===== src/rtl/conway_pkg.sv =====
// Shared types and helpers for the Conway 3x3 window generator.
// Holds the scan FSM state encoding, neighbour bit positions and the cell index helper.
// Everything here is compile-time only; no logic is generated by the package itself.
package conway_pkg;

    typedef enum logic [1:0] {
        IDLE = 2'd0,
        SCAN = 2'd1,
        DONE = 2'd2
    } state_t;

    // Bit positions inside neighbor_values, named by compass direction.
    // North is row y-1, west is column x-1.
    localparam int NB_NW = 0;
    localparam int NB_N  = 1;
    localparam int NB_NE = 2;
    localparam int NB_W  = 3;
    localparam int NB_E  = 4;
    localparam int NB_SW = 5;
    localparam int NB_S  = 6;
    localparam int NB_SE = 7;

    // Flat bit index of cell (x,y) in a row-major board.
    function automatic int cell_idx(input int x, input int y, input int width);
        return y * width + x;
    endfunction

endpackage


===== src/rtl/conway_cell_fetch.sv =====
// Combinational 3x3 window fetch: centre bit plus 8 neighbours of (i_x,i_y).
// Latency: zero cycles (pure combinational).
// Backpressure: none; the outputs follow the snapshot and coordinate inputs.
// Ports: i_snap board snapshot, i_x/i_y window coordinate,
//        o_center cell value, o_neighbors 8 neighbour bits.
// Macro CONWAY_WRAP_EN: defined gives a toroidal board, undefined gives a dead border.
module conway_cell_fetch
    import conway_pkg::*;
#(
    parameter int WIDTH  = 16,
    parameter int HEIGHT = 16
) (
    input  logic [WIDTH*HEIGHT-1:0]   i_snap,
    input  logic [$clog2(WIDTH)-1:0]  i_x,
    input  logic [$clog2(HEIGHT)-1:0] i_y,
    output logic                      o_center,
    output logic [7:0]                o_neighbors
);

    localparam int N  = WIDTH * HEIGHT;
    localparam int IW = $clog2(N);

    // Read one cell at a signed coordinate that may lie one step off the board.
    function automatic logic cell_at(input logic [N-1:0] snap, input int cx, input int cy);
        logic [IW-1:0] idx;
`ifdef CONWAY_WRAP_EN
        // Off-board coordinates are at most one step out, so a compare is enough.
        if (cx < 0)            cx = WIDTH - 1;
        else if (cx >= WIDTH)  cx = 0;
        if (cy < 0)            cy = HEIGHT - 1;
        else if (cy >= HEIGHT) cy = 0;
        idx     = IW'(cell_idx(cx, cy, WIDTH));
        cell_at = snap[idx];
`else
        if (cx < 0 || cx >= WIDTH || cy < 0 || cy >= HEIGHT) begin
            idx     = '0;
            cell_at = 1'b0;
        end else begin
            idx     = IW'(cell_idx(cx, cy, WIDTH));
            cell_at = snap[idx];
        end
`endif
    endfunction

    int w_cx;
    int w_cy;

    assign w_cx = int'(i_x);
    assign w_cy = int'(i_y);

    always_comb begin
        o_neighbors         = '0;
        o_center            = cell_at(i_snap, w_cx,     w_cy);
        o_neighbors[NB_NW]  = cell_at(i_snap, w_cx - 1, w_cy - 1);
        o_neighbors[NB_N]   = cell_at(i_snap, w_cx,     w_cy - 1);
        o_neighbors[NB_NE]  = cell_at(i_snap, w_cx + 1, w_cy - 1);
        o_neighbors[NB_W]   = cell_at(i_snap, w_cx - 1, w_cy);
        o_neighbors[NB_E]   = cell_at(i_snap, w_cx + 1, w_cy);
        o_neighbors[NB_SW]  = cell_at(i_snap, w_cx - 1, w_cy + 1);
        o_neighbors[NB_S]   = cell_at(i_snap, w_cx,     w_cy + 1);
        o_neighbors[NB_SE]  = cell_at(i_snap, w_cx + 1, w_cy + 1);
    end

endmodule


===== src/rtl/conway_window_gen.sv =====
// Snapshots a board on start and emits one 3x3 window per cell in raster order.
// Latency: first window valid the cycle after start; one window per accepted handshake.
// Backpressure: win_ready low holds win_valid and all window outputs stable.
// Ports: clk/rst (async active-high), start, board_in, win_valid/win_ready handshake,
//        center_value, neighbor_values, win_x, win_y, win_last, busy, done.
// Macro CONWAY_WRAP_EN (in conway_cell_fetch): toroidal edges when defined.
module conway_window_gen
    import conway_pkg::*;
#(
    parameter int WIDTH  = 16,
    parameter int HEIGHT = 16
) (
    input  logic                      clk,
    input  logic                      rst,
    input  logic                      start,
    input  logic [WIDTH*HEIGHT-1:0]   board_in,
    output logic                      win_valid,
    input  logic                      win_ready,
    output logic                      center_value,
    output logic [7:0]                neighbor_values,
    output logic [$clog2(WIDTH)-1:0]  win_x,
    output logic [$clog2(HEIGHT)-1:0] win_y,
    output logic                      win_last,
    output logic                      busy,
    output logic                      done
);

    localparam int XW = $clog2(WIDTH);
    localparam int YW = $clog2(HEIGHT);

    state_t                  r_state;
    logic [WIDTH*HEIGHT-1:0] r_snap;
    logic [XW-1:0]           r_x;
    logic [YW-1:0]           r_y;
    logic                    r_valid;
    logic                    r_busy;
    logic                    r_done;

    logic w_x_end;
    logic w_last;

    assign w_x_end = (r_x == XW'(WIDTH - 1));
    // Gated by valid so that x/y parked at the last cell after a scan do not
    // leave win_last asserted while idle.
    assign w_last  = r_valid && w_x_end && (r_y == YW'(HEIGHT - 1));

    always_ff @(posedge clk or posedge rst) begin
        if (rst) begin
            r_state <= IDLE;
            r_snap  <= '0;
            r_x     <= '0;
            r_y     <= '0;
            r_valid <= 1'b0;
            r_busy  <= 1'b0;
            r_done  <= 1'b0;
        end else begin
            r_done <= 1'b0;
            case (r_state)
                IDLE: begin
                    if (start) begin
                        r_snap  <= board_in;
                        r_x     <= '0;
                        r_y     <= '0;
                        r_valid <= 1'b1;
                        r_busy  <= 1'b1;
                        r_state <= SCAN;
                    end
                end
                SCAN: begin
                    if (win_ready) begin
                        if (w_last) begin
                            r_valid <= 1'b0;
                            r_done  <= 1'b1;
                            r_state <= DONE;
                        end else if (w_x_end) begin
                            r_x <= '0;
                            r_y <= r_y + YW'(1);
                        end else begin
                            r_x <= r_x + XW'(1);
                        end
                    end
                end
                DONE: begin
                    r_busy  <= 1'b0;
                    r_state <= IDLE;
                end
                default: begin
                    r_valid <= 1'b0;
                    r_busy  <= 1'b0;
                    r_state <= IDLE;
                end
            endcase
        end
    end

    conway_cell_fetch #(
        .WIDTH  (WIDTH),
        .HEIGHT (HEIGHT)
    ) u_fetch (
        .i_snap      (r_snap),
        .i_x         (r_x),
        .i_y         (r_y),
        .o_center    (center_value),
        .o_neighbors (neighbor_values)
    );

    assign win_valid = r_valid;
    assign win_x     = r_x;
    assign win_y     = r_y;
    assign win_last  = w_last;
    assign busy      = r_busy;
    assign done      = r_done;

endmodule


===== config.mk =====
export PLATFORM = sky130hd
export DESIGN_NAME = conway_window_gen
export DESIGN_NICKNAME = d
export VERILOG_FILES = /design/src/rtl/conway_pkg.sv /design/src/rtl/conway_cell_fetch.sv /design/src/rtl/conway_window_gen.sv
export SDC_FILE = /design/constraint.sdc
export NUM_CORES = 1
export LEC_CHECK = 0
export CORE_MARGIN = 2
export CORE_UTILIZATION = 57
export CTS_BUF_LIST = sky130_fd_sc_hd__clkbuf_4 sky130_fd_sc_hd__clkbuf_8
export DETAILED_ROUTE_END_ITERATION = 10
export PLACE_DENSITY = 0.86
export SETUP_SLACK_MARGIN = 0.3
export SYNTH_ARGS = -nofsm -noshare
export SYNTH_HDL_FRONTEND = slang
export SYNTH_SLANG_ARGS = --single-unit

===== constraint.sdc =====
create_clock -name clk -period 12.26 [get_ports clk]
set_clock_uncertainty 0.15 [all_clocks]
set_input_delay 2.452 -clock clk [delete_from_list [all_inputs] [get_ports clk]]
set_output_delay 2.452 -clock clk [all_outputs]
set_load 0.01 [all_outputs]

==> results of run 1 <==
==> layout by cell type, fill, tap and decap left out, types with 7 or more instances in the layout <==
cell | synthesis | routed
and3_1 | 15 | 15
nand3b_1 | 10 | 10
mux4_2 | 146 | 146
o21ai_0 | 21 | 21
xor2_1 | 7 | 7
inv_1 | 16 | 15
xnor2_1 | 14 | 12
nor3b_1 | 16 | 15
ha_1 | 15 | 14
dfrtp_1 | 269 | 266
a22oi_1 | 12 | 12
nand4_1 | 10 | 10
mux2i_1 | 141 | 141
clkbuf_4 | 0 | 8
clkinv_2 | 1 | 8
o211ai_1 | 11 | 11
o22ai_1 | 7 | 7
clkdlybuf4s50_1 | 0 | 280
nand2_1 | 79 | 79
a211oi_1 | 9 | 9
nand3_1 | 42 | 42
a21oi_1 | 26 | 26
clkbuf_8 | 0 | 61
nor2_1 | 33 | 33
buf_4 | 16 | 19
mux2_2 | 285 | 285
nor3_1 | 23 | 23
==> final cells by class <==
type / count / area, sq um
clock buffers: 69 / 900
clock inverters: 11 / 136
fillers: 2143 / 9370
inverters: 21 / 87.6
multi-input cells: 1011 / 10700
flip-flops and latches: 269 / 6740
well taps: 402 / 503
repair buffers: 300 / 2970
==> routing by layer <==
layer / GRT usage, % / up-vias
met5: 0 / -
met4: 13.9 / 0
met3: 6.06 / 146
met2: 53.5 / 757
met1: 43.6 / 6970
li1: - / 5956
==> power by group <==
| group | total (W) | internal (W) | leakage [nW] | switching [W] |
|---|---|---|---|---|
| clock network | 0.000909 | 0.000531 | 0.551 | 0.000378 |
| registers | 0.00165 | 0.00123 | 3.16 | 0.000424 |
| logic | 0.00451 | 0.00221 | 5.05 | 0.00230 |
| total | 0.00707 | 0.00397 | 8.76 | 0.00310 |
==> per-stage QoR <==
stage               utilization (%)  power [W]  worst slack (ns)  hold WS, ns
global route                   70.1    0.00742              3.65        0.349
global placement               66.8    0.00594              4.84        0.318
finish                         70.1    0.00707              3.97        0.330
detailed placement             66.8    0.00606              4.60        0.325
CTS                            70.1    0.00700              3.96        0.339
floorplan                         -    0.00478              2.25        0.312
==> sequential cells by signal, summed over array words and instances (netlist names) <==
register	count
win_x	4
busy	1
r_snap	256
win_y	4
done	1
win_valid	1
r_state	2
==> worst max-delay path, cell delays in order (launching register included) <==
cell and delay, ns:
dfrtp_4 0.88, buf_4 0.74, buf_4 0.73, mux2i_1 0.23, mux4_2 0.51, mux2i_1 0.21, mux2i_1 0.16, a311oi_1 0.31
o21ai_1 0.15, nor4_2 0.45, clkdlybuf4s50_1 0.64
==> worst paths after layout <==
check                                          end                 start  depth (start not counted)
max                             neighbor_values[2]  win_x[0]$_DFFE_PP0P_                         10
min                               busy$_DFFE_PP0P_      busy$_DFFE_PP0P_                          1
max reg2reg                   win_y[2]$_DFFE_PP0P_  win_x[2]$_DFFE_PP0P_                         10
min reg2reg                       busy$_DFFE_PP0P_      busy$_DFFE_PP0P_                          1
max in group asynchronous    r_snap[2]$_DFFE_PP0P_                   rst                          3
min in group asynchronous  r_snap[173]$_DFFE_PP0P_                   rst                          2
==> cells by family (layout without fill, tap and decap cells) <==
family / Yosys count / count (layout) / synth area share (%)
compound gates: 142 / 142 / 5.48
fa+ha+maj: 15 / 15 / 1.04
mux: 572 / 572 / 43.8
simple gates: 257 / 257 / 7.19
flops: 269 / 269 / 37.3
buf+inv: 135 / 401 / 3.88
xor+xnor: 25 / 25 / 1.38
==> results.py, run 1 <==
metrics = {
    "outcome": {
        "status": "complete, no violations",
    },
    "cts": {
        "cts_resized": 0,
        "ctsHoldBuffers": 0,
        "cts_root_buffer": "clkbuf_8",
        "path_clk_slew_ns": 0.08,
        "clkSinkCount": 269,
        "numCtsBuffers": 44,
        "cts_setup_buffers": 0,
        "cts_tree": "done",
        "clk_latency_ns": 0.59,
        "clock_path_buffers": 3,
        "cts_max_level": 2,
    },
    "synth": {
        "ys_top_cells_by_count": "285 x mux2_2, 269 x dfrtp_1, 146 x mux4_2, 141 x mux2i_1, 79 x nand2_1",
        "ys_warn_count": 0,
        "synthDistinctLibCells": 70,
        "synth_area_leader_cell": "dfrtp_1",
        "synth_seq_area_share_pct": 37.3,
        "yosysMostFrequentCell": "mux2_2",
        "synthArstFlopShare_pct": 100,
        "yosys-top-cells-area": "dfrtp_1 37%, mux4_2 18%, mux2_2 18%",
        "synth-edff-count": 0,
        "synth_nets": 1690,
        "syn_avg_cell_area_sq_um": 12.8,
        "yosysTopAreaCellShare_pct": 37.3,
        "syn_inst": 1415,
        "ys_ff_latch": 269,
        "netlist_area_sq_um": 18100,
        "synth_flop_cell": "dfrtp_1",
    },
    "global_route": {
        "gr-usage-all-layers_pct": 32.8,
        "antenna_found_initial": 0,
        "first_global_vias": 14100,
        "grt_overflow": 0,
        "grt_pass1_wl_um": 83200,
        "grt_max_degree": 182,
    },
    "routing": {
        "wl_met3_um": 4460,
        "routed_wl_um": 53800,
        "drtAntennaViolNets": 0,
        "dr_wl_met2_um": 26000,
        "detail_route.first_pass.iterations": 5,
        "highest_layer": "met4",
        "remaining_drc_errors": 0,
        "drt_iter0_drc": 1306,
        "vias_per_cell": 6.64,
        "routedWlPerCell_um": 25.8,
        "vias": 13800,
        "drt-met1-wl_um": 21100,
    },
    "timing": {
        "finalHoldViolCount": 0,
        "setup_viol": 0,
        "max_freq_ghz": 0.121,
        "setup_tns_ns": 0,
        "finalCritPeriodShare_pct": 67.6,
        "finalCriticalPeriod_ns": 8.29,
        "worst_pin_slew_ns": 1.30,
        "rsz0062_at_grt": "false",
        "relSlewSlack_pct": 12.9,
        "drv_slew": 0,
    },
    "floorplanning": {
        "die_w_um": 182,
        "floorplan.initialDensity_pct": 57.5,
        "die_area_sq_um": 33100,
        "fp.coreArea_sq_um": 31400,
        "ios": 281,
        "rows": 65,
        "die_h_um": 182,
    },
    "hold_path": {
        "worstHoldPathType": "flip-flop to flip-flop",
    },
    "final_layout": {
        "final_cell_area_sq_um": 22000,
        "nNetsFinal": 1922,
        "stdcell_count": 2083,
        "drive_gt1_share_pct": 33.0,
        "diodes": 0,
        "area_growth_pct": 21.9,
    },
    "critical_path": {
        "path_class": "flip-flop to primary output",
        "required_ns": 9.66,
        "critical_path.endpoint_type": "primary output",
        "arrival_ns": 5.69,
        "cp_max_fo": 51,
        "reg2reg_slack_ns": 8.66,
        "setup.worst_path.start_class": "flip-flop",
    },
    "pwr": {
        "p_leak_nw": 8.76,
        "power.density_nw_per_um2": 321,
        "worst_ir_drop_vdd_uv": 232,
    },
    "placement": {
        "placed_cells": 2003,
        "place.gp.congestion": 0.970,
        "hpwl_um": 38800,
        "place_area_sq_um": 21000,
        "io_buffers": 280,
    },
    "flow_run": {
        "maxCapViolCount": 0,
    },
}
(Power assumes the default switching activity.)
==> run 2: changes to the inputs <==
CORE_UTILIZATION = 51   (was 57)
PLACE_DENSITY = 0.81   (was 0.86)
clock period = 7.3 ns   (was 12.26 ns; I/O delays follow)
==> run 2 against run 1 <==
Net effect:
- sequential share of layout area down 0.26 points
- total power up 69%
- critical path depth unchanged
- critical path type unchanged
==> results.py, run 2 (synthesis results as in run 1) <==
metrics = {
    "critical_path": {
        "path_cells": "ha_1 > xor2_4 > buf_12 > mux4_2 > mux2i_1 > mux2i_1 > mux2i_1 > o21ai_0 > o211ai_1 > clkdlybuf4s50_1",
        "arrival_ns": 5.13,
        "required_ns": 5.69,
        "critical_path.slowest_cell": "dfrtp_4",
        "cp_max_fo": 36,
        "critical_path.endpoint_type": "primary output",
        "setup.worst_path.start_class": "flip-flop",
        "cpPeakStageDelay_ns": 0.76,
        "crit_top_cell": "mux2i_1",
        "path_class": "flip-flop to primary output",
    },
    "timing": {
        "drv_slew": 0,
        "relSlewSlack_pct": 29.2,
        "finalHoldViolCount": 0,
        "rsz0062_at_grt": "false",
        "max_freq_ghz": 0.148,
        "setup_viol": 0,
        "finalCritPeriodShare_pct": 92.3,
        "worst_pin_slew_ns": 1.06,
        "finalCriticalPeriod_ns": 6.74,
        "setup_tns_ns": 0,
    },
    "pwr": {
        "power.density_nw_per_um2": 538,
        "p_leak_nw": 8.83,
        "worst_ir_drop_vdd_uv": 443,
    },
    "cts": {
        "clk_latency_ns": 0.59,
        "numCtsBuffers": 46,
        "path_clk_slew_ns": 0.07,
        "ctsHoldBuffers": 0,
        "cts_tree": "done",
        "cts_resized": 0,
        "cts_setup_buffers": 0,
        "cts_max_level": 2,
        "clock_path_buffers": 3,
        "clkSinkCount": 269,
        "cts_root_buffer": "clkbuf_8",
    },
    "final_layout": {
        "largest_reg_flops": 256,
        "nNetsFinal": 1940,
        "final_common_cell": "mux2_2",
        "drive_gt1_share_pct": 33.7,
        "area_growth_pct": 23.0,
        "final_cell_mix": "285 x mux2_2, 280 x clkdlybuf4s50_1, 266 x dfrtp_1",
        "final_core_util_pct": 64.0,
        "top_register": "r_snap",
        "diodes": 0,
    },
    "global_route": {
        "first_global_vias": 14200,
        "grt_overflow": 0,
        "gr-usage-all-layers_pct": 30.4,
        "grt_max_degree": 161,
        "grt_pass1_wl_um": 84800,
        "antenna_found_initial": 0,
    },
    "floorplanning": {
        "ios": 281,
        "die_h_um": 192,
        "rows": 68,
        "die_area_sq_um": 36900,
        "floorplan.initialDensity_pct": 52.0,
        "fp.coreArea_sq_um": 34700,
        "die_w_um": 192,
    },
    "flow_run": {
        "maxCapViolCount": 0,
    },
    "routing": {
        "vias_per_cell": 6.46,
        "routed_wl_um": 55100,
        "drt_iter0_drc": 1361,
        "detail_route.first_pass.iterations": 6,
        "drtAntennaViolNets": 0,
        "remaining_drc_errors": 0,
        "routedWlPerCell_um": 25.6,
        "vias": 13900,
    },
    "outcome": {
        "status": "complete, no violations",
    },
    "placement": {
        "hpwl_um": 40300,
        "place.gp.congestion": 0.955,
        "io_buffers": 280,
    },
    "hold_path": {
        "worstHoldPathType": "flip-flop to flip-flop",
    },
}
run 2: path summary, 6_finish.rpt:
kind / from / end / slack (ns) / depth (start not counted)
max reg2reg: win_x[0]$_DFFE_PP0P_ / win_y[2]$_DFFE_PP0P_ / 3.93 / 9
min in group asynchronous: rst / r_snap[240]$_DFFE_PP0P_ / 1.28 / 3
min: busy$_DFFE_PP0P_ / busy$_DFFE_PP0P_ / 0.34 / 1
min reg2reg: busy$_DFFE_PP0P_ / busy$_DFFE_PP0P_ / 0.34 / 1
max in group asynchronous: rst / win_x[0]$_DFFE_PP0P_ / 4.32 / 4
max: win_x[0]$_DFFE_PP0P_ / neighbor_values[7] / 0.56 / 10
run 2: through the flow:
stage	total power, W	setup WS [ns]	hold slack (ns)	instance area [sq um]	cells
6_report	0.0120	0.562	0.341	22200	2154
5_1_grt	0.0126	0.361	0.352	22200	2154
4_1_cts	0.0119	0.449	0.346	22200	2154
3_5_place_dp	0.0104	1.08	0.333	21200	2072
3_3_place_gp	0.0102	1.08	0.314	21200	2072
2_1_floorplan	0.00803	1.68	0.312	18100	1415
run 2: final cells by class:
cell class	count	area [sq um]
clock buffer	68	886
clock inverter	14	104
fill	2634	12500
inverter	21	86.3
multi-input combinational	1011	10700
sequential	269	6740
tap	455	569
timing repair buffer	316	3140
run 2: report_power, final:
group / internal [W] / leakage [nW] / switching [W]
logic: 0.00380 / 5.14 / 0.00394
registers: 0.00206 / 3.16 / 0.000684
clock network: 0.000815 / 0.532 / 0.000642
total: 0.00668 / 8.83 / 0.00527
run 2: layer usage:
| metal | up-vias | wire length [um] | GRT usage [%] |
|---|---|---|---|
| met4 | 0 | 1630 | 9.86 |
| met1 | 7100 | 22700 | 41.9 |
| li1 | 5999 | - | - |
| met3 | 106 | 4160 | 4.86 |
| met2 | 700 | 26600 | 49.5 |
| met5 | - | 0 | 0 |
run 2: critical path: cells and delay by family, from the launching register on:
family | cells | cell delay (ns)
flops | 1 | 0.76
compound gates | 2 | 0.38
buf+inv | 2 | 0.91
xor+xnor | 1 | 0.48
mux | 4 | 1.52
fa+ha+maj | 1 | 0.45
==> run 3: changes to the inputs <==
CORE_MARGIN = not set   (was 2)
==> run 3 against run 2 <==
Net effect:
- sequential power about the same
- register-to-register slack got worse by 0.21 ns
- sequential share of layout area decreased by 0.27 points
- non-clock buffer count increased by 4
- design area increased by 0.85%
- critical path type unchanged
- largest cell class unchanged
==> results.py, run 3 (synthesis results as in run 1) <==
metrics = {
    "placement": {
        "io_buffers": 280,
        "hpwl_um": 39600,
        "place.gp.congestion": 1.00,
    },
    "outcome": {
        "status": "complete, no violations",
    },
    "critical_path": {
        "critical_path.slowest_cell": "dfrtp_2",
        "critical_path.endpoint_type": "primary output",
        "reg2reg_slack_ns": 3.72,
        "rr_endpoint": "win_y[2]$_DFFE_PP0P_",
        "worstReg2RegStart": "win_x[1]$_DFFE_PP0P_",
        "required_ns": 5.69,
        "cpPeakStageDelay_ns": 0.87,
        "cp_top_family": "multiplexers",
        "arrival_ns": 5.19,
        "setup.worst_path.start_class": "flip-flop",
        "path_class": "flip-flop to primary output",
        "r2r_cells": 9,
        "path_cells": "ha_1 > xor2_4 > buf_12 > mux4_2 > mux4_2 > and2_1 > a211o_1 > a211oi_1 > nor4_2 > clkdlybuf4s50_1",
        "crit_top_cell": "mux4_2",
        "worst-path-buf-inv": 2,
        "cp_max_fo": 34,
    },
    "cts": {
        "clock_path_buffers": 3,
        "cts_max_level": 2,
        "cts_tree": "done",
        "cts_root_buffer": "clkbuf_8",
        "clk_latency_ns": 0.63,
        "clkSinkCount": 269,
        "numCtsBuffers": 47,
        "path_clk_slew_ns": 0.07,
        "ctsHoldBuffers": 0,
    },
    "routing": {
        "remaining_drc_errors": 0,
        "routedWlPerCell_um": 25.2,
        "drt_iter0_drc": 1152,
        "vias_per_cell": 6.44,
        "drtAntennaViolNets": 0,
        "routed_wl_um": 54400,
        "vias": 13900,
        "detail_route.first_pass.iterations": 5,
    },
    "pwr": {
        "seq_power_share_pct": 22.6,
        "p_int_w": 0.00689,
        "power_w": 0.0121,
        "p_comb_share_pct": 64.2,
        "worst_ir_drop_vdd_uv": 416,
        "power.density_nw_per_um2": 542,
        "p_leak_nw": 8.91,
        "p_clk_share_pct": 13.2,
        "power_switching_w": 0.00525,
        "switching_share_pct": 43.3,
    },
    "final_layout": {
        "drive_gt1_share_pct": 34.0,
        "fillers": 2617,
        "diodes": 0,
        "area_growth_pct": 24.0,
        "final_core_util_pct": 64.5,
        "final_common_cell": "mux2_2",
        "multi_input_area_sq_um": 10700,
        "largest_reg_flops": 256,
        "final_cell_mix": "285 x mux2_2, 280 x clkdlybuf4s50_1, 266 x dfrtp_1",
        "register_area_sq_um": 6740,
        "top_register": "r_snap",
        "nNetsFinal": 1945,
    },
    "global_route": {
        "gr-usage-all-layers_pct": 30.7,
        "grt_pass1_wl_um": 83700,
        "grt_max_degree": 163,
        "first_global_vias": 14200,
        "antenna_found_initial": 0,
        "grt_overflow": 0,
    },
    "floorplanning": {
        "die_w_um": 190,
        "ios": 281,
        "fp.coreArea_sq_um": 34700,
        "die_area_sq_um": 36200,
        "die_h_um": 190,
        "rows": 68,
        "floorplan.initialDensity_pct": 52.0,
    },
    "timing": {
        "finalCritPeriodShare_pct": 93.1,
        "relSlewSlack_pct": 22.1,
        "finalCriticalPeriod_ns": 6.80,
        "worst_pin_slew_ns": 1.17,
        "rsz0062_at_grt": "false",
        "finalHoldViolCount": 0,
        "setup_viol": 0,
        "drv_slew": 0,
        "setup_tns_ns": 0,
        "max_freq_ghz": 0.147,
    },
    "hold_path": {
        "worstHoldPathType": "flip-flop to flip-flop",
        "hold_start": "busy$_DFFE_PP0P_",
        "holdPathEnd": "busy$_DFFE_PP0P_",
        "holdPathStages": 1,
    },
    "flow_run": {
        "maxCapViolCount": 0,
    },
}
-- run 3: power groups by stage --
stage	combinational, W	clock, W	sequential, W
4_1_cts	0.00760	0.00164	0.00274
5_1_grt	0.00827	0.00170	0.00281
3_5_place_dp	0.00756	0	0.00276
3_3_place_gp	0.00748	0	0.00270
6_report	0.00780	0.00160	0.00274
2_1_floorplan	0.00562	0	0.00241
-- run 3: timing repair --
item | in CTS | in global routing
resized for setup | 0 | 3
setup endpoints to repair | 0 | 2
hold endpoints to repair | 0 | 0
setup buffers | 0 | 8
-- run 3: metrics by stage --
step	setup slack [ns]	area (sq um)	std cells	hold slack, ns
final	0.504	22400	2161	0.330
after global placement	1.14	21200	2068	0.314
after detailed placement	1.08	21200	2068	0.322
after floorplan	1.68	18100	1415	0.312
after CTS	0.415	22300	2153	0.336
after global routing	0.310	22400	2161	0.341
-- run 3: layer usage --
metal | track usage, % | vias up | share of wire (%)
li1 | - | 6008 | -
met1 | 41.5 | 7062 | 41
met2 | 49.2 | 723 | 48
met3 | 5.50 | 114 | 8.0
met4 | 11.8 | 0 | 3.3
met5 | 0 | - | 0
-- run 3: area by class of cell --
cell class,instances,share of cell area [%]
inverter,21,0.385
timing repair buffer,320,14.4
sequential,269,30.1
clock buffer,74,4.18
tap,455,2.54
multi-input combinational,1011,47.7
clock inverter,11,0.715
-- run 3: how the worst max path moves through the flow --
stage	startpoint	end	depth (start not counted)
finish	win_x[1]$_DFFE_PP0P_	neighbor_values[2]	10
global route	win_x[1]$_DFFE_PP0P_	neighbor_values[2]	10
CTS	win_x[0]$_DFFE_PP0P_	neighbor_values[0]	11
detailed placement	win_x[0]$_DFFE_PP0P_	neighbor_values[0]	11
global placement	win_x[0]$_DFFE_PP0P_	neighbor_values[0]	11
floorplan	win_x[0]$_DFFE_PP0P_	neighbor_values[3]	16
-- run 3: worst reg2reg max path, delay by kind of cell, from the launching register on --
family                   cells  cell delay [ns]
AND/OR/NAND/NOR              4             1.00
AO/OA/AOI/OAI                3             1.00
flip-flops                   1             0.68
adder cells (fa/ha/maj)      1             0.44
buffers and inverters        1             0.21
